==> src/rtl/posit_random_source_pkg.sv <==
// PositRandomPkg: shared LFSR constants, state type and single-step helper for the posit random source.
package PositRandomPkg;
  typedef logic [31:0] lfsr_t;
  localparam lfsr_t LFSR_MASK = 32'h8020_0003;
  localparam lfsr_t DEFAULT_SEED = 32'hACE1_2468;
  typedef enum logic {WARMUP, RUN} state_e;
  function automatic lfsr_t lfsr_step(input lfsr_t s);
    return (s >> 1) ^ (s[0] ? LFSR_MASK : '0);
  endfunction
endpackage

==> src/rtl/posit_random_source_if.sv <==
// posit_random_source_if: seed load plus valid/ready draw channel of the posit random source.
interface posit_random_source_if #(parameter int OUT_BITS = 9);
  logic                seedValid;
  logic [31:0]         seed;
  logic                outValid;
  logic                outReady;
  logic [OUT_BITS-1:0] outBits;
  logic [31:0]         drawCount;
  modport master(input seedValid, seed, outReady, output outValid, outBits, drawCount);
  modport slave(output seedValid, seed, outReady, input outValid, outBits, drawCount);
endinterface

==> src/rtl/posit_random_source_lfsr.sv <==
// LfsrAdvance: combinational STEPS-step Galois LFSR advance; bits[k] is the lsb shifted out at step k.
module LfsrAdvance
  import PositRandomPkg::*;
#(
  parameter int STEPS = 9
) (
  input  lfsr_t             state,
  output lfsr_t             nextState,
  output logic [STEPS-1:0]  bits
);
  lfsr_t chain [STEPS+1];
  assign chain[0] = state;
  for (genvar i = 0; i < STEPS; i++) begin : g_step
    assign bits[i]       = chain[i][0];
    assign chain[i+1]    = lfsr_step(chain[i]);
  end
  assign nextState = chain[STEPS];
endmodule

==> src/rtl/posit_random_source.sv <==
// posit_random_source: LFSR draw generator with warm-up, reseed and valid/ready output for the stochastic rounder.
module posit_random_source
  import PositRandomPkg::*;
#(
  parameter int TRAILING_BITS = 8,
  parameter int OUT_BITS      = TRAILING_BITS + 1,
  parameter int WARMUP_CYCLES = 16
) (
  input logic clock,
  input logic reset,
  posit_random_source_if.master bus
);
  localparam logic [7:0] WARM_LAST = 8'(WARMUP_CYCLES);
  lfsr_t               lfsr_q, lfsr_d, adv_state;
  state_e              state_q, state_d;
  logic [7:0]          warm_cnt_q, warm_cnt_d;
  logic                out_valid_q, out_valid_d;
  logic [OUT_BITS-1:0] out_bits_q, out_bits_d, adv_bits;
  logic [31:0]         draw_count_q, draw_count_d;

  LfsrAdvance #(.STEPS(OUT_BITS)) u_adv (
    .state    (lfsr_q),
    .nextState(adv_state),
    .bits     (adv_bits)
  );

  // Reseed wins over everything; a coincident handshake is simply dropped from the count.
  always_comb begin
    lfsr_d       = lfsr_q;
    state_d      = state_q;
    warm_cnt_d   = warm_cnt_q;
    out_valid_d  = out_valid_q;
    out_bits_d   = out_bits_q;
    draw_count_d = draw_count_q;
    if (bus.seedValid) begin
      lfsr_d       = (bus.seed == '0) ? DEFAULT_SEED : bus.seed;
      state_d      = WARMUP;
      warm_cnt_d   = '0;
      out_valid_d  = 1'b0;
      draw_count_d = '0;
    end else if (state_q == WARMUP) begin
      lfsr_d     = adv_state;
      warm_cnt_d = warm_cnt_q + 8'd1;
      if (warm_cnt_q == WARM_LAST) begin
        out_bits_d  = adv_bits;
        out_valid_d = 1'b1;
        state_d     = RUN;
      end
    end else if (out_valid_q && bus.outReady) begin
      lfsr_d       = adv_state;
      out_bits_d   = adv_bits;
      draw_count_d = draw_count_q + 32'd1;
    end
  end

  always_ff @(posedge clock or negedge reset) begin
    if (!reset) begin
      lfsr_q       <= DEFAULT_SEED;
      state_q      <= WARMUP;
      warm_cnt_q   <= '0;
      out_valid_q  <= 1'b0;
      out_bits_q   <= '0;
      draw_count_q <= '0;
    end else begin
      lfsr_q       <= lfsr_d;
      state_q      <= state_d;
      warm_cnt_q   <= warm_cnt_d;
      out_valid_q  <= out_valid_d;
      out_bits_q   <= out_bits_d;
      draw_count_q <= draw_count_d;
    end
  end

  assign bus.outValid  = out_valid_q;
  assign bus.outBits   = out_bits_q;
  assign bus.drawCount = draw_count_q;
endmodule

==> src/flat_wrapper.sv <==
// flat-port wrapper written by rule: the top's interface ports become plain ports
module posit_random_source_flat import PositRandomPkg::*;
#(
  parameter int TRAILING_BITS = 8,
  parameter int OUT_BITS      = TRAILING_BITS + 1,
  parameter int WARMUP_CYCLES = 16
)
  (clock, reset, bus_seedValid, bus_seed, bus_outReady, bus_outValid, bus_outBits, bus_drawCount);
  posit_random_source_if #(.OUT_BITS(OUT_BITS)) bus_i ();
  input logic clock;
  input logic reset;
  input wire logic [$bits(bus_i.seedValid)-1:0] bus_seedValid;
  input wire logic [$bits(bus_i.seed)-1:0] bus_seed;
  input wire logic [$bits(bus_i.outReady)-1:0] bus_outReady;
  output wire logic [$bits(bus_i.outValid)-1:0] bus_outValid;
  output wire logic [$bits(bus_i.outBits)-1:0] bus_outBits;
  output wire logic [$bits(bus_i.drawCount)-1:0] bus_drawCount;
  assign bus_i.seedValid = bus_seedValid;
  assign bus_i.seed = bus_seed;
  assign bus_i.outReady = bus_outReady;
  assign bus_outValid = bus_i.outValid;
  assign bus_outBits = bus_i.outBits;
  assign bus_drawCount = bus_i.drawCount;
  posit_random_source #(.TRAILING_BITS(TRAILING_BITS), .OUT_BITS(OUT_BITS), .WARMUP_CYCLES(WARMUP_CYCLES)) u_core (.clock(clock), .reset(reset), .bus(bus_i));
endmodule
==> config.mk <==
export PLATFORM = sky130hd
export DESIGN_NAME = posit_random_source_flat
export DESIGN_NICKNAME = d
export VERILOG_FILES = /design/src/rtl/posit_random_source_pkg.sv /design/src/rtl/posit_random_source_if.sv /design/src/rtl/posit_random_source_lfsr.sv /design/src/rtl/posit_random_source.sv /design/src/flat_wrapper.sv
export SDC_FILE = /design/constraint.sdc
export NUM_CORES = 1
export LEC_CHECK = 0
export BUFFER_PORTS_ARGS = -buffer_cell sky130_fd_sc_hd__clkbuf_2
export CELL_PAD_IN_SITES_DETAIL_PLACEMENT = 1
export CELL_PAD_IN_SITES_GLOBAL_PLACEMENT = 2
export CORE_MARGIN = 2
export CORE_UTILIZATION = 32
export CTS_CLUSTER_SIZE = 24
export DETAILED_ROUTE_END_ITERATION = 12
export GPL_TIMING_DRIVEN = 0
export PLACE_DENSITY = 0.87
export SLEW_MARGIN = 20
export SYNTH_ARGS = -nofsm -noshare
export SYNTH_HDL_FRONTEND = slang
export SYNTH_HIERARCHICAL = 1
export SYNTH_SLANG_ARGS = --single-unit
==> constraint.sdc <==
create_clock -name clock -period 1.7 [get_ports clock]
set_input_delay 0.255 -clock clock [delete_from_list [all_inputs] [get_ports clock]]
set_output_delay 0.255 -clock clock [all_outputs]
set_load 0.01 [all_outputs]
==> impl_metrics.yaml <==
run_status:
  outcome: "complete, but fails checks"
  violations: "negative setup slack"
critical_path:
  reg2reg_slack_ns: -0.11
  worst-path-max-fanout: 6
  critPathLaunchType: "flip-flop"
  reg2reg_from: "u_core/bus.drawCount[3]"
  worstReg2RegEnd: "u_core/bus.drawCount[27]"
  r2r_cells: 7
  worstPathArrival_ns: 2.01
  crit_type: "flip-flop to flip-flop"
  worstSetupEndpointType: "flip-flop"
  required_ns: 1.91
synth:
  avgSynthCellArea_sq_um: 10.2
  synth_top_area_share_pct: 38.7
  synth_seq_cells: 83
  synth_cell_types: 40
  syn-num-nets: 482
  syn_area_sq_um: 4530
  synth.largest_area_cell: "dfrtp_1"
  synthCells: 443
  ys_warn_count: 6
  ys_seq_area_share_pct: 46.2
  synthTopCellsByArea: "dfrtp_1 (39%), xor2_1 (7.7%), dfstp_2 (7.5%), mux2i_1 (4.6%), buf_4 (4.3%)"
layout:
  syn2layout_area_growth_pct: 32.9
  final_area_sq_um: 6020
  drive_above_1_share_pct: 39.8
  layout_commonest_cell: "clkbuf_2"
  diodes: 0
  final_cell_mix: "clkbuf_2 (76), dfrtp_1 (60), buf_4 (53)"
  utilization_pct: 43.5
  layout.nets: 605
timing:
  finalClockSkew_ns: 0.00680
  min_period_ns: 1.81
  hold_viol: 0
  maxSlewHeadroom_pct: 54.8
  slew_violations: 0
  whs_ns: 0.137
  max_freq_ghz: 0.554
  fin_setup_tns_ns: -1.07
  worstMarginPinSlew_ns: 0.677
  rsz0062_at_grt: "yes"
  setup_viol: 25
  layout_worst_path_cycle_share_pct: 106
  layout_setup_ws_ns: -0.105
placed_design:
  port-buffer-count: 76
  hpwl_microns: 8940
  dp_slack_ns: -0.371
  gp_congestion: 0.820
  place_area_sq_um: 5150
power_and_ir_drop:
  ir_drop_mv: 0.650
  power_density_nw_per_um2: 1450
  p_leak_nw: 2.83
worst_hold_path:
  hold_depth: 3
  hp-class: "primary input to flip-flop"
  hp-start: "bus_seed[21]"
  worstHoldEndpoint: "u_core/lfsr_q[21]"
clock_network:
  htreeDepth: 3
  cts_buffers: 9
  cts_tree: "built"
  clockBufferDepth: 2
  clkLatencyLatePin_ns: 0.34
  clk_pin_slew_ns: 0.06
  cts.sinks: 83
  cts_root_buf: "clkbuf_16"
routing:
  wl_per_cell_microns: 17.7
  via_count: 3741
  drtPass1Iterations: 4
  drt_iter0_markers: 174
  drc: 0
  totalWireLength_microns: 13300
  ant_nets: 0
  viasPerCell: 4.98
global_routing:
  groute.usage.overall_pct: 17.8
  grt_max_degree: 84
  grt_pass1_vias: 3972
  grt_pass1_wl_microns: 20500
  grt-busiest-layer: "met2"
  met3_usage_pct: 4.80
  antenna_found_initial: 0
  grt.overflow.total: 0
  use_met2_pct: 31.9
  gr-usage-met1_pct: 21.3
floorplanning:
  die_area_sq_um: 15100
  start_util_pct: 32.7
  core_area_sq_um: 13800
  rows: 43
  ios: 78
  die_y_microns: 123
  die_x_microns: 123
job:
  cap_violations: 0
==> how the worst max path moves through the flow <==
| stage | startpoint | endpoint | slack, ns | cells after the start |
|---|---|---|---|---|
| 3_5_place_dp | bus_seed[16] | u_core/lfsr_q[6] | -0.37 | 6 |
| 6_report | u_core/bus.drawCount[3] | u_core/bus.drawCount[27] | -0.11 | 7 |
| 2_1_floorplan | u_core/lfsr_q[3] | u_core/lfsr_q[29] | -0.02 | 6 |
| 4_1_cts | u_core/lfsr_q[1] | u_core/lfsr_q[30] | -0.10 | 6 |
| 5_1_grt | u_core/bus.drawCount[6] | u_core/bus.drawCount[17] | -0.20 | 7 |
| 3_3_place_gp | reset | u_core/lfsr_q[20] | -0.55 | 1 |
==> Yosys cell counts (all sizes together) <==
cell type and instances:
dfrtp 70, nor2 45, xor2 41, buf 33
nand2 29, mux2i 21, and3 19, inv 19
o21ai 19, xnor2 19, nand4 17, nand3 15
a31oi 14, a211oi 13, dfstp 13, clkbuf 12
nor4 10, mux2 9, and4 6, xnor3 4
ha 3, nor3 3, a21oi 2, and2 2
nand4b 2, and4bb 1, nor2b 1, or2 1
==> final cells by class <==
class / count / area [sq um]
sequential: 83 / 2110
fill: 1581 / 7810
inverter: 19 / 71.3
clock inverter: 2 / 10.0
buffer: 45 / 305
clock buffer: 14 / 264
multi-input combinational: 296 / 2360
timing repair buffer: 112 / 679
tap: 180 / 225
==> logic make-up (layout without fill, tap and decap cells) <==
family | after synthesis | in the layout | synth area share, %
buffers and inverters | 64 | 192 | 7.68
AO/OA/AOI/OAI | 48 | 48 | 6.49
AND/OR/NAND/NOR | 151 | 151 | 17.7
flip-flops | 83 | 83 | 46.2
XOR/XNOR | 64 | 64 | 14.1
multiplexers | 30 | 30 | 6.88
adder cells (fa/ha/maj) | 3 | 3 | 0.829
==> what timing repair did <==
action,in CTS,in global routing
gates cloned,1,1
gates resized for setup,29,37
endpoints found under the setup margin,49,59
pin swaps,12,15
buffers inserted,19,14
endpoints found under the hold margin,33,0
hold buffers,1,0
==> metrics by stage <==
stage                     cells  total power [mW]
after global placement      699              5.71
final                       751              8.71
after global routing        751              9.17
after detailed placement    699              5.79
after floorplan             443              4.96
after CTS                   736              8.18
==> worst max-delay path: stages (launching register included) <==
cell	delay, ns
dfrtp_2	0.40
nand4_1	0.11
buf_6	0.15
nor4_4	0.41
buf_2	0.26
nand4_1	0.13
xor2_1	0.16
nor2_1	0.05
==> where the power goes <==
part           switching, mW  internal [mW]  leakage [nW]
logic                   1.78           2.34          1.64
clock network          0.760           1.07         0.137
registers              0.333           2.44          1.05
==> flip-flops by register name, summed over array words and instances, names as in the netlist <==
register,cells
u_core/bus.drawCount,32
u_core/warm_cnt_q,8
u_core/bus.outValid,1
u_core/bus.outBits,9
u_core/lfsr_q,32
u_core/state_q,1
==> per-layer routing <==
metal	routed length, microns	vias to the layer above
met5	0	-
met4	156	0
met3	643	14
met2	6970	97
met1	5520	1875
li1	-	1755
Power figures use the tool's default switching activity.
